`src/rtl/dmem_access_ctrl_pkg.sv`:
```
// Shared types and constants for the data-memory access controller.
// State encoding, default bus width and timeout counter sizing.
package dmem_access_ctrl_pkg;

  typedef enum logic [1:0] {
    IDLE = 2'd0,
    BUSY = 2'd1,
    DONE = 2'd2
  } state_t;

  localparam int DEFAULT_DATA_W = 32;

  // A single-cycle budget still needs one counter bit.
  function automatic int cnt_width(input int cycles);
    return (cycles > 1) ? $clog2(cycles) : 1;
  endfunction

endpackage

```
`src/rtl/dmem_access_ctrl_if.sv`:
```
// Variable-latency data-memory request/response bus.
// The controller side is the master and the memory side is the slave.
interface dmem_access_ctrl_if
  import dmem_access_ctrl_pkg::*;
#(
  parameter int DATA_W = DEFAULT_DATA_W
);

  logic              mem_req;
  logic              mem_we;
  logic [DATA_W-1:0] mem_addr;
  logic [DATA_W-1:0] mem_wdata;
  logic              mem_ready;
  logic [DATA_W-1:0] mem_rdata;

  modport master (
    output mem_req, mem_we, mem_addr, mem_wdata,
    input  mem_ready, mem_rdata
  );

  modport slave (
    input  mem_req, mem_we, mem_addr, mem_wdata,
    output mem_ready, mem_rdata
  );

endinterface

```
`src/rtl/dmem_timeout_cnt.sv`:
```
// Watchdog counter for one outstanding access; expired is high on the
// last permitted BUSY cycle (count == TIMEOUT_CYCLES-1).
module dmem_timeout_cnt
  import dmem_access_ctrl_pkg::*;
#(
  parameter int TIMEOUT_CYCLES = 16
) (
  input  logic clk,
  input  logic rst,
  input  logic clear,
  input  logic enable,
  output logic expired
);

  localparam int CNT_W = cnt_width(TIMEOUT_CYCLES);
  localparam logic [CNT_W-1:0] LAST = CNT_W'(TIMEOUT_CYCLES - 1);

  logic [CNT_W-1:0] count_r;

  // Count BUSY cycles without a response; cleared while idle.
  always_ff @(posedge clk or negedge rst) begin
    if (!rst) begin
      count_r <= '0;
    end else if (clear) begin
      count_r <= '0;
    end else if (enable) begin
      count_r <= count_r + CNT_W'(1);
    end else begin
      count_r <= count_r;
    end
  end

  assign expired = (count_r == LAST);

endmodule

```
`src/rtl/dmem_access_ctrl.sv`:
```
// MEM-stage controller: sequences loads/stores onto the memory handshake,
// stalls the pipeline while pending. Optional macro ALIGN_CHECK_EN adds addr_err.
module dmem_access_ctrl
  import dmem_access_ctrl_pkg::*;
#(
  parameter int DATA_W         = DEFAULT_DATA_W,
  parameter int TIMEOUT_CYCLES = 16
) (
  input  logic                 clk,
  input  logic                 rst,
  input  logic                 MemWrite_M,
  input  logic                 MemtoReg_M,
  input  logic [DATA_W-1:0]    ALUOut_M,
  input  logic [DATA_W-1:0]    WriteData_M,
  dmem_access_ctrl_if.master   bus,
  output logic [DATA_W-1:0]    ReadData_M,
  output logic                 stall_M,
  output logic                 bus_err
`ifdef ALIGN_CHECK_EN
  , output logic               addr_err
`endif
);

  state_t            state_r, state_nxt_s;
  logic              mem_req_r, req_nxt_s;
  logic              mem_we_r, we_nxt_s;
  logic [DATA_W-1:0] mem_addr_r, addr_nxt_s;
  logic [DATA_W-1:0] mem_wdata_r, wdata_nxt_s;
  logic [DATA_W-1:0] read_data_r, rdata_nxt_s;
  logic              bus_err_r, bus_err_nxt_s;
  logic              stall_s;
  logic              access_pending_s;
  logic              issue_s;
  logic              cnt_clear_s, cnt_en_s, expired_s;

  assign access_pending_s = MemWrite_M | MemtoReg_M;

`ifdef ALIGN_CHECK_EN
  logic addr_err_r, addr_err_nxt_s;
  assign issue_s = access_pending_s & (ALUOut_M[1:0] == 2'b00);
`else
  assign issue_s = access_pending_s;
`endif

  dmem_timeout_cnt #(
    .TIMEOUT_CYCLES(TIMEOUT_CYCLES)
  ) u_timeout (
    .clk    (clk),
    .rst    (rst),
    .clear  (cnt_clear_s),
    .enable (cnt_en_s),
    .expired(expired_s)
  );

  // State register.
  always_ff @(posedge clk or negedge rst) begin
    if (!rst) begin
      state_r <= IDLE;
    end else begin
      state_r <= state_nxt_s;
    end
  end

  // Next-state, stall and next values of the registered bus outputs.
  always_comb begin
    state_nxt_s   = state_r;
    stall_s       = 1'b0;
    req_nxt_s     = mem_req_r;
    we_nxt_s      = mem_we_r;
    addr_nxt_s    = mem_addr_r;
    wdata_nxt_s   = mem_wdata_r;
    rdata_nxt_s   = read_data_r;
    bus_err_nxt_s = 1'b0;
    cnt_clear_s   = 1'b0;
    cnt_en_s      = 1'b0;
`ifdef ALIGN_CHECK_EN
    addr_err_nxt_s = 1'b0;
`endif
    case (state_r)
      IDLE: begin
        stall_s     = access_pending_s;
        cnt_clear_s = 1'b1;
        if (issue_s) begin
          state_nxt_s = BUSY;
          req_nxt_s   = 1'b1;
          we_nxt_s    = MemWrite_M;
          addr_nxt_s  = ALUOut_M;
          wdata_nxt_s = WriteData_M;
        end
`ifdef ALIGN_CHECK_EN
        else if (access_pending_s) begin
          state_nxt_s    = DONE;
          rdata_nxt_s    = '0;
          addr_err_nxt_s = 1'b1;
        end
`endif
        else begin
          state_nxt_s = IDLE;
        end
      end
      BUSY: begin
        stall_s = 1'b1;
        // A response on the last permitted cycle still wins over the timeout.
        if (bus.mem_ready) begin
          state_nxt_s = DONE;
          req_nxt_s   = 1'b0;
          if (!mem_we_r) begin
            rdata_nxt_s = bus.mem_rdata;
          end else begin
            rdata_nxt_s = read_data_r;
          end
        end else if (expired_s) begin
          state_nxt_s   = DONE;
          req_nxt_s     = 1'b0;
          rdata_nxt_s   = '0;
          bus_err_nxt_s = 1'b1;
        end else begin
          cnt_en_s = 1'b1;
        end
      end
      DONE: begin
        state_nxt_s = IDLE;
      end
      default: begin
        state_nxt_s = IDLE;
      end
    endcase
  end

  // Output registers for the memory request and MEM/WB data.
  always_ff @(posedge clk or negedge rst) begin
    if (!rst) begin
      mem_req_r   <= 1'b0;
      mem_we_r    <= 1'b0;
      mem_addr_r  <= '0;
      mem_wdata_r <= '0;
      read_data_r <= '0;
      bus_err_r   <= 1'b0;
    end else begin
      mem_req_r   <= req_nxt_s;
      mem_we_r    <= we_nxt_s;
      mem_addr_r  <= addr_nxt_s;
      mem_wdata_r <= wdata_nxt_s;
      read_data_r <= rdata_nxt_s;
      bus_err_r   <= bus_err_nxt_s;
    end
  end

`ifdef ALIGN_CHECK_EN
  // Misalignment pulse register.
  always_ff @(posedge clk or negedge rst) begin
    if (!rst) begin
      addr_err_r <= 1'b0;
    end else begin
      addr_err_r <= addr_err_nxt_s;
    end
  end

  assign addr_err = addr_err_r;
`endif

  assign bus.mem_req   = mem_req_r;
  assign bus.mem_we    = mem_we_r;
  assign bus.mem_addr  = mem_addr_r;
  assign bus.mem_wdata = mem_wdata_r;
  assign ReadData_M    = read_data_r;
  assign bus_err       = bus_err_r;
  assign stall_M       = stall_s;

endmodule

```
`src/flat_wrapper.sv`:
```
// flat-port wrapper written by rule: the top's interface ports become plain ports
module dmem_access_ctrl_flat import dmem_access_ctrl_pkg::*;
#(
  parameter int DATA_W         = DEFAULT_DATA_W,
  parameter int TIMEOUT_CYCLES = 16
)
  (clk, rst, MemWrite_M, MemtoReg_M, ALUOut_M, WriteData_M, ReadData_M, stall_M, bus_err, bus_mem_req, bus_mem_we, bus_mem_addr, bus_mem_wdata, bus_mem_ready, bus_mem_rdata);
  dmem_access_ctrl_if #(.DATA_W(DATA_W)) bus_i ();
  input  logic clk;
  input  logic rst;
  input  logic MemWrite_M;
  input  logic MemtoReg_M;
  input  logic [DATA_W-1:0] ALUOut_M;
  input  logic [DATA_W-1:0] WriteData_M;
  output logic [DATA_W-1:0] ReadData_M;
  output logic stall_M;
  output logic bus_err;
  output wire logic [$bits(bus_i.mem_req)-1:0] bus_mem_req;
  output wire logic [$bits(bus_i.mem_we)-1:0] bus_mem_we;
  output wire logic [$bits(bus_i.mem_addr)-1:0] bus_mem_addr;
  output wire logic [$bits(bus_i.mem_wdata)-1:0] bus_mem_wdata;
  input wire logic [$bits(bus_i.mem_ready)-1:0] bus_mem_ready;
  input wire logic [$bits(bus_i.mem_rdata)-1:0] bus_mem_rdata;
  assign bus_mem_req = bus_i.mem_req;
  assign bus_mem_we = bus_i.mem_we;
  assign bus_mem_addr = bus_i.mem_addr;
  assign bus_mem_wdata = bus_i.mem_wdata;
  assign bus_i.mem_ready = bus_mem_ready;
  assign bus_i.mem_rdata = bus_mem_rdata;
  dmem_access_ctrl #(.DATA_W(DATA_W), .TIMEOUT_CYCLES(TIMEOUT_CYCLES)) u_core (.clk(clk), .rst(rst), .MemWrite_M(MemWrite_M), .MemtoReg_M(MemtoReg_M), .ALUOut_M(ALUOut_M), .WriteData_M(WriteData_M), .bus(bus_i), .ReadData_M(ReadData_M), .stall_M(stall_M), .bus_err(bus_err));
endmodule
```
`config.mk`:
```
export PLATFORM = sky130hd
export DESIGN_NAME = dmem_access_ctrl_flat
export DESIGN_NICKNAME = d
export VERILOG_FILES = /design/src/rtl/dmem_access_ctrl_pkg.sv /design/src/rtl/dmem_access_ctrl_if.sv /design/src/rtl/dmem_timeout_cnt.sv /design/src/rtl/dmem_access_ctrl.sv /design/src/flat_wrapper.sv
export SDC_FILE = /design/constraint.sdc
export NUM_CORES = 1
export LEC_CHECK = 0
export ABC_AREA = 0
export CAP_MARGIN = 40
export CORE_ASPECT_RATIO = 1.75
export CORE_MARGIN = 2
export CORE_UTILIZATION = 30
export CTS_BUF_LIST = sky130_fd_sc_hd__clkbuf_8
export DETAILED_ROUTE_END_ITERATION = 6
export PLACE_DENSITY = 0.69
export SYNTH_ARGS = -nofsm -noshare
export SYNTH_HDL_FRONTEND = slang
export SYNTH_HIERARCHICAL = 1
export SYNTH_SLANG_ARGS = --single-unit
```
`constraint.sdc`:
```
create_clock -name clk -period 4.3 [get_ports clk]
set_input_delay 0.645 -clock clk [delete_from_list [all_inputs] [get_ports clk]]
set_output_delay 0.645 -clock clk [all_outputs]
set_load 0.005 [all_outputs]
```
# Yosys cells after proc, flatten, opt, wreduce, memory -nomap -nowiden
# Cells that the tools add are included.
dict set report totals {
  reg_bits 105
  inputBits 101
  wordCells 43
}
dict set report classes {
  add_sub_neg 1
  eq_ne 5
  mux 21
  n_bitwise 1
  reduce_logical 7
}
# cell count
set ops {}
lappend ops {{32-bit two-way mux} 3}
lappend ops {{1-bit two-way mux} 11}
lappend ops {{4-bit two-way mux} 2}
lappend ops {{3-bit AND reduction} 2}
lappend ops {{2-bit nonzero test} 3}
lappend ops {{4-bit by 1-bit adder with 4-bit output (second input constant)} 1}
lappend ops {{4-bit equality test (second input constant)} 1}
lappend ops {{2-bit two-way mux} 2}
lappend ops {{1-bit case mux with 2 select lines} 2}
lappend ops {{2-bit case mux with 2 select lines} 1}
lappend ops {{3-bit by 2-bit != test with 1-bit output (second input constant)} 1}
lappend ops {{2-bit by 1-bit equality test with 1-bit output (second input constant)} 1}
lappend ops {{2-bit zero test} 1}
lappend ops {{2-bit by 1-bit != test with 1-bit output (second input constant)} 1}
lappend ops {{2-bit != test (second input constant)} 1}
lappend ops {{2-bit AND reduction} 1}
lappend ops {{1-bit bitwise OR} 1}

# Depth between registers and ports, before layout
dict set report logic_depth {
  word_depth 6
  depth_mapped 6
  ltp_nobuf 5
}

# Cells and area by module
# The synthesis kept the hierarchy.
# mod instances cells_per_inst area_per_inst_um2
set modules_own_cells {}
lappend modules_own_cells {dmem_access_ctrl 1 226 3822.4}
lappend modules_own_cells {dmem_timeout_cnt 1 17 198.9}

# Least setup slack after synthesis
# Ideal clock, no wire load.
dict set report synth_path {
  kind {register to register}
  from {reg u_core.u_timeout.count_r[0]}
  to {reg u_core.u_timeout.count_r[3]}
  t_arrival_ns 1.725
  setup_slack_ns 2.450
  path_stages_with_launch 6
  n_path_buf 0
  path_cell_list {dfrtp_1 ha_1 and3_1 nor3_1 nand4_1 mux2_4}
}
dict set report synth_via {
  elab_chain_cells 5
}
# element line
set synth_lines {}
lappend synth_lines {{start, declared} dmem_timeout_cnt.sv:18} ;# logic [CNT_W-1:0] count_r;
lappend synth_lines {{start signal, assigned} dmem_timeout_cnt.sv:27} ;# count_r <= count_r + CNT_W'(1);
lappend synth_lines {{start signal, assigned} dmem_timeout_cnt.sv:29} ;# count_r <= count_r;
lappend synth_lines {{4-bit equality test} dmem_timeout_cnt.sv:33} ;# assign expired = (count_r == LAST);
lappend synth_lines {{named net u_core.expired_s} dmem_access_ctrl.sv:34} ;# logic cnt_clear_s, cnt_en_s, expired_s;
lappend synth_lines {{1-bit two-way mux} dmem_access_ctrl.sv:112} ;# end else if (expired_s) begin
lappend synth_lines {{1-bit two-way mux} dmem_access_ctrl.sv:104} ;# if (bus.mem_ready) begin
lappend synth_lines {{1-bit two-way mux} dmem_access_ctrl.sv:79} ;# case (state_r)
lappend synth_lines {{named net u_core.cnt_en_s} dmem_access_ctrl.sv:34}
lappend synth_lines {{2-bit nonzero test (no line)} --}
# The timed path passes the listed nets, and every way through them passes these cells. The select of a mux whose other input is x is not followed.
# A chain may end at the register's enable or synchronous reset.

# Final worst setup path
dict set report layout_path {
  from {in MemtoReg_M}
  to {out stall_M}
}
dict set report layout_via {
  elab_chain_cells 2
}
# element line
set layout_lines {}
lappend layout_lines {{start, declared} flat_wrapper.sv:12} ;# input logic MemtoReg_M;
lappend layout_lines {{1-bit bitwise OR} dmem_access_ctrl.sv:36} ;# assign access_pending_s = MemWrite_M | MemtoReg_M;
lappend layout_lines {{1-bit case mux with 2 select lines} dmem_access_ctrl.sv:79}
lappend layout_lines {{end, declared} flat_wrapper.sv:16} ;# output logic stall_M;
# Every way passes these cells.

==> reports/qor.yml <==
outcome:
  status: "completed"
logic_synthesis:
  synth_flop_cell: "dfrtp_1"
  synthTopCellsByCount: "105 x dfrtp_1, 64 x mux2_2, 33 x a22o_1"
  yosysMostFrequentCell: "dfrtp_1"
  yosysSeqAreaShare_pct: 65.3
  syn-num-nets: 345
  synthArstFlopShare_pct: 100
  netlist.area_leader.share_pct: 65.3
  netlist_area_sq_um: 4020
  ys_types: 27
  avgSynthCellArea_sq_um: 16.5
  synth_edf_count: 0
  synth-seq-cells: 105
  yosys_warnings: 6
  yosysTopAreaCell: "dfrtp_1"
  syn_inst: 243
  synthTopCellsByArea: "dfrtp_1 65%, mux2_2 18%, a22o_1 7.2%"
setup_path:
  end_kind: "primary output"
  worstPathRequired_ns: 3.65
  rr_startpoint: "u_core/state_r[0]"
  cp-start-kind: "input pin"
  r2r_end: "u_core/bus.mem_wdata[16]"
  rr_worst_depth: 4
  crit_type: "input pin to primary output"
  cp_max_fo: 3
  r2r_slack_ns: 2.01
  arrival_ns: 2.01
floorplan:
  die_w_um: 91.5
  rows: 56
  initial_core_util_pct: 30.4
  fp.dieArea_sq_um: 14400
  core-area_sq_um: 13200
  io_pins: 201
  chipHeight_um: 157
drt:
  drt-total-wl_um: 9970
  vias_per_cell: 4.47
  drt_iter0_markers: 55
  drt.antenna.violating_nets: 0
  wl_per_cell_um: 16.0
  drt_first_pass_iters: 4
  drc: 0
  vias: 2782
power_and_ir_drop:
  ir_drop_uv: 386
  p_per_area_nw_per_um2: 684
  p_leak_nw: 2.62
cts:
  htree_levels: 3
  ctsHoldBuffers: 0
  cts_resized: 0
  cts_buffers: 9
  clockBufferDepth: 2
  clock_latency_ns: 0.36
  clk_pin_slew_ns: 0.11
  clock-root-buffer: "clkbuf_8"
  cts.sinks: 105
  post_cts_buffers: 0
  cts_tree: "yes"
timing:
  rsz0062_at_grt: "no"
  layout_worst_path_cycle_share_pct: 61.8
  timing.hold.ws_ns: 0.347
  fin_setup_tns_ns: 0
  slew_viol_final: 0
  fin_ws_ns: 1.64
  worstMarginPinSlew_ns: 0.811
  fmax_ghz: 0.377
  hold_violations: 0
  final.min_clock_period_ns: 2.66
  skew_ns: 0.0162
  setup_viol: 0
  slew_headroom_pct: 45.9
global_route:
  grt_pass1_vias: 3003
  grt_max_degree: 64
  grt-ovfl-total: 0
  grt_pass1_wl_um: 15600
  grt_usage_pct: 13.8
  antenna_found_initial: 0
placed_design:
  dp_hpwl_um: 7380
  pre_cts_slack_ns: 1.62
  placed_cells: 607
  port_buffers: 200
  gp_congestion: 0.718
layout:
  num-nets-final: 546
  n_antenna_cell: 0
  final.fill_count: 1162
  area_delta_synth_final_pct: 57.5
  final_util_pct: 47.8
  layout-drive-gt1-share_pct: 20.3
  finalNonFillerCells: 623
job:
  maxCapViolCount: 0
min_path:
  hp-class: "input pin to async pin"
## how the worst max path moves through the flow
| stage | from | end | slack [ns] | cells after the start |
|---|---|---|---|---|
| 3_3_place_gp | MemtoReg_M | stall_M | 1.61 | 4 |
| 6_report | MemtoReg_M | stall_M | 1.64 | 4 |
| 3_5_place_dp | MemtoReg_M | u_core/bus.mem_wdata[17] | 1.62 | 4 |
| 5_1_grt | u_core/state_r[0] | stall_M | 1.49 | 4 |
| 2_1_floorplan | u_core/u_timeout/count_r[0] | u_core/u_timeout/count_r[3] | 2.45 | 5 |
| 4_1_cts | u_core/state_r[0] | stall_M | 1.62 | 4 |
## metrics by stage
stage          area, sq um  power [mW]
4_1_cts               6330        4.41
6_report              6330        4.33
5_1_grt               6330        4.62
2_1_floorplan         4020        2.60
3_3_place_gp          6090        3.68
3_5_place_dp          6120        3.75
## worst max-delay path, stage by stage
cell and delay [ns]:
clkdlybuf4s50_1 0.43, o21ai_0 0.37, nand2_1 0.10, clkdlybuf4s50_1 0.46
## report_power, final
part | leakage [nW] | switching, mW | internal [mW] | total (mW)
Clock | 0.101 | 0.344 | 0.292 | 0.636
Sequential | 1.28 | 0.262 | 1.46 | 1.72
Combinational | 1.24 | 0.623 | 1.35 | 1.97
## layer usage
layer,track usage [%],wire length [um]
met2,25.4,5490
met3,3.30,603
met4,4.76,155
met5,0,0
met1,15.5,3720
## registers in the layout, indices dropped and copies added, names as in the netlist
name,flops
u_core/bus_err,1
u_core/state_r,2
u_core/bus.mem_wdata,32
u_core/bus.mem_req,1
u_core/bus.mem_we,1
u_core/bus.mem_addr,32
u_core/ReadData_M,32
u_core/u_timeout/count_r,4
## cells in the final DEF (no fill, tap or decap), types with 2 or more instances in the layout
cell type        instances
mux2_2                  64
o21ai_0                  2
nand2_1                  3
a22o_1                  33
clkdlybuf4s50_1        199
clkbuf_8                10
dfrtp_1                105
clkinvlp_4               2
buf_4                    2
nor2_1                   5
## cells by family after synthesis
family | after synthesis | share of synthesized area [%]
compound gates | 39 | 8.43
xor+xnor | 1 | 0.218
fa+ha+maj | 1 | 0.311
buf+inv | 13 | 4.48
flops | 105 | 65.3
mux | 66 | 18.5
simple gates | 18 | 2.68
## area by class of cell
type	instances	area (sq um)	share of cell area, %
clock buffers	10	138	2.17
clock inverters	6	73.8	1.17
multi-input cells	125	1220	19.3
flip-flops and latches	105	2630	41.5
well taps	174	218	3.44
repair buffers	203	2050	32.4
Power figures use the tool's default switching activity.
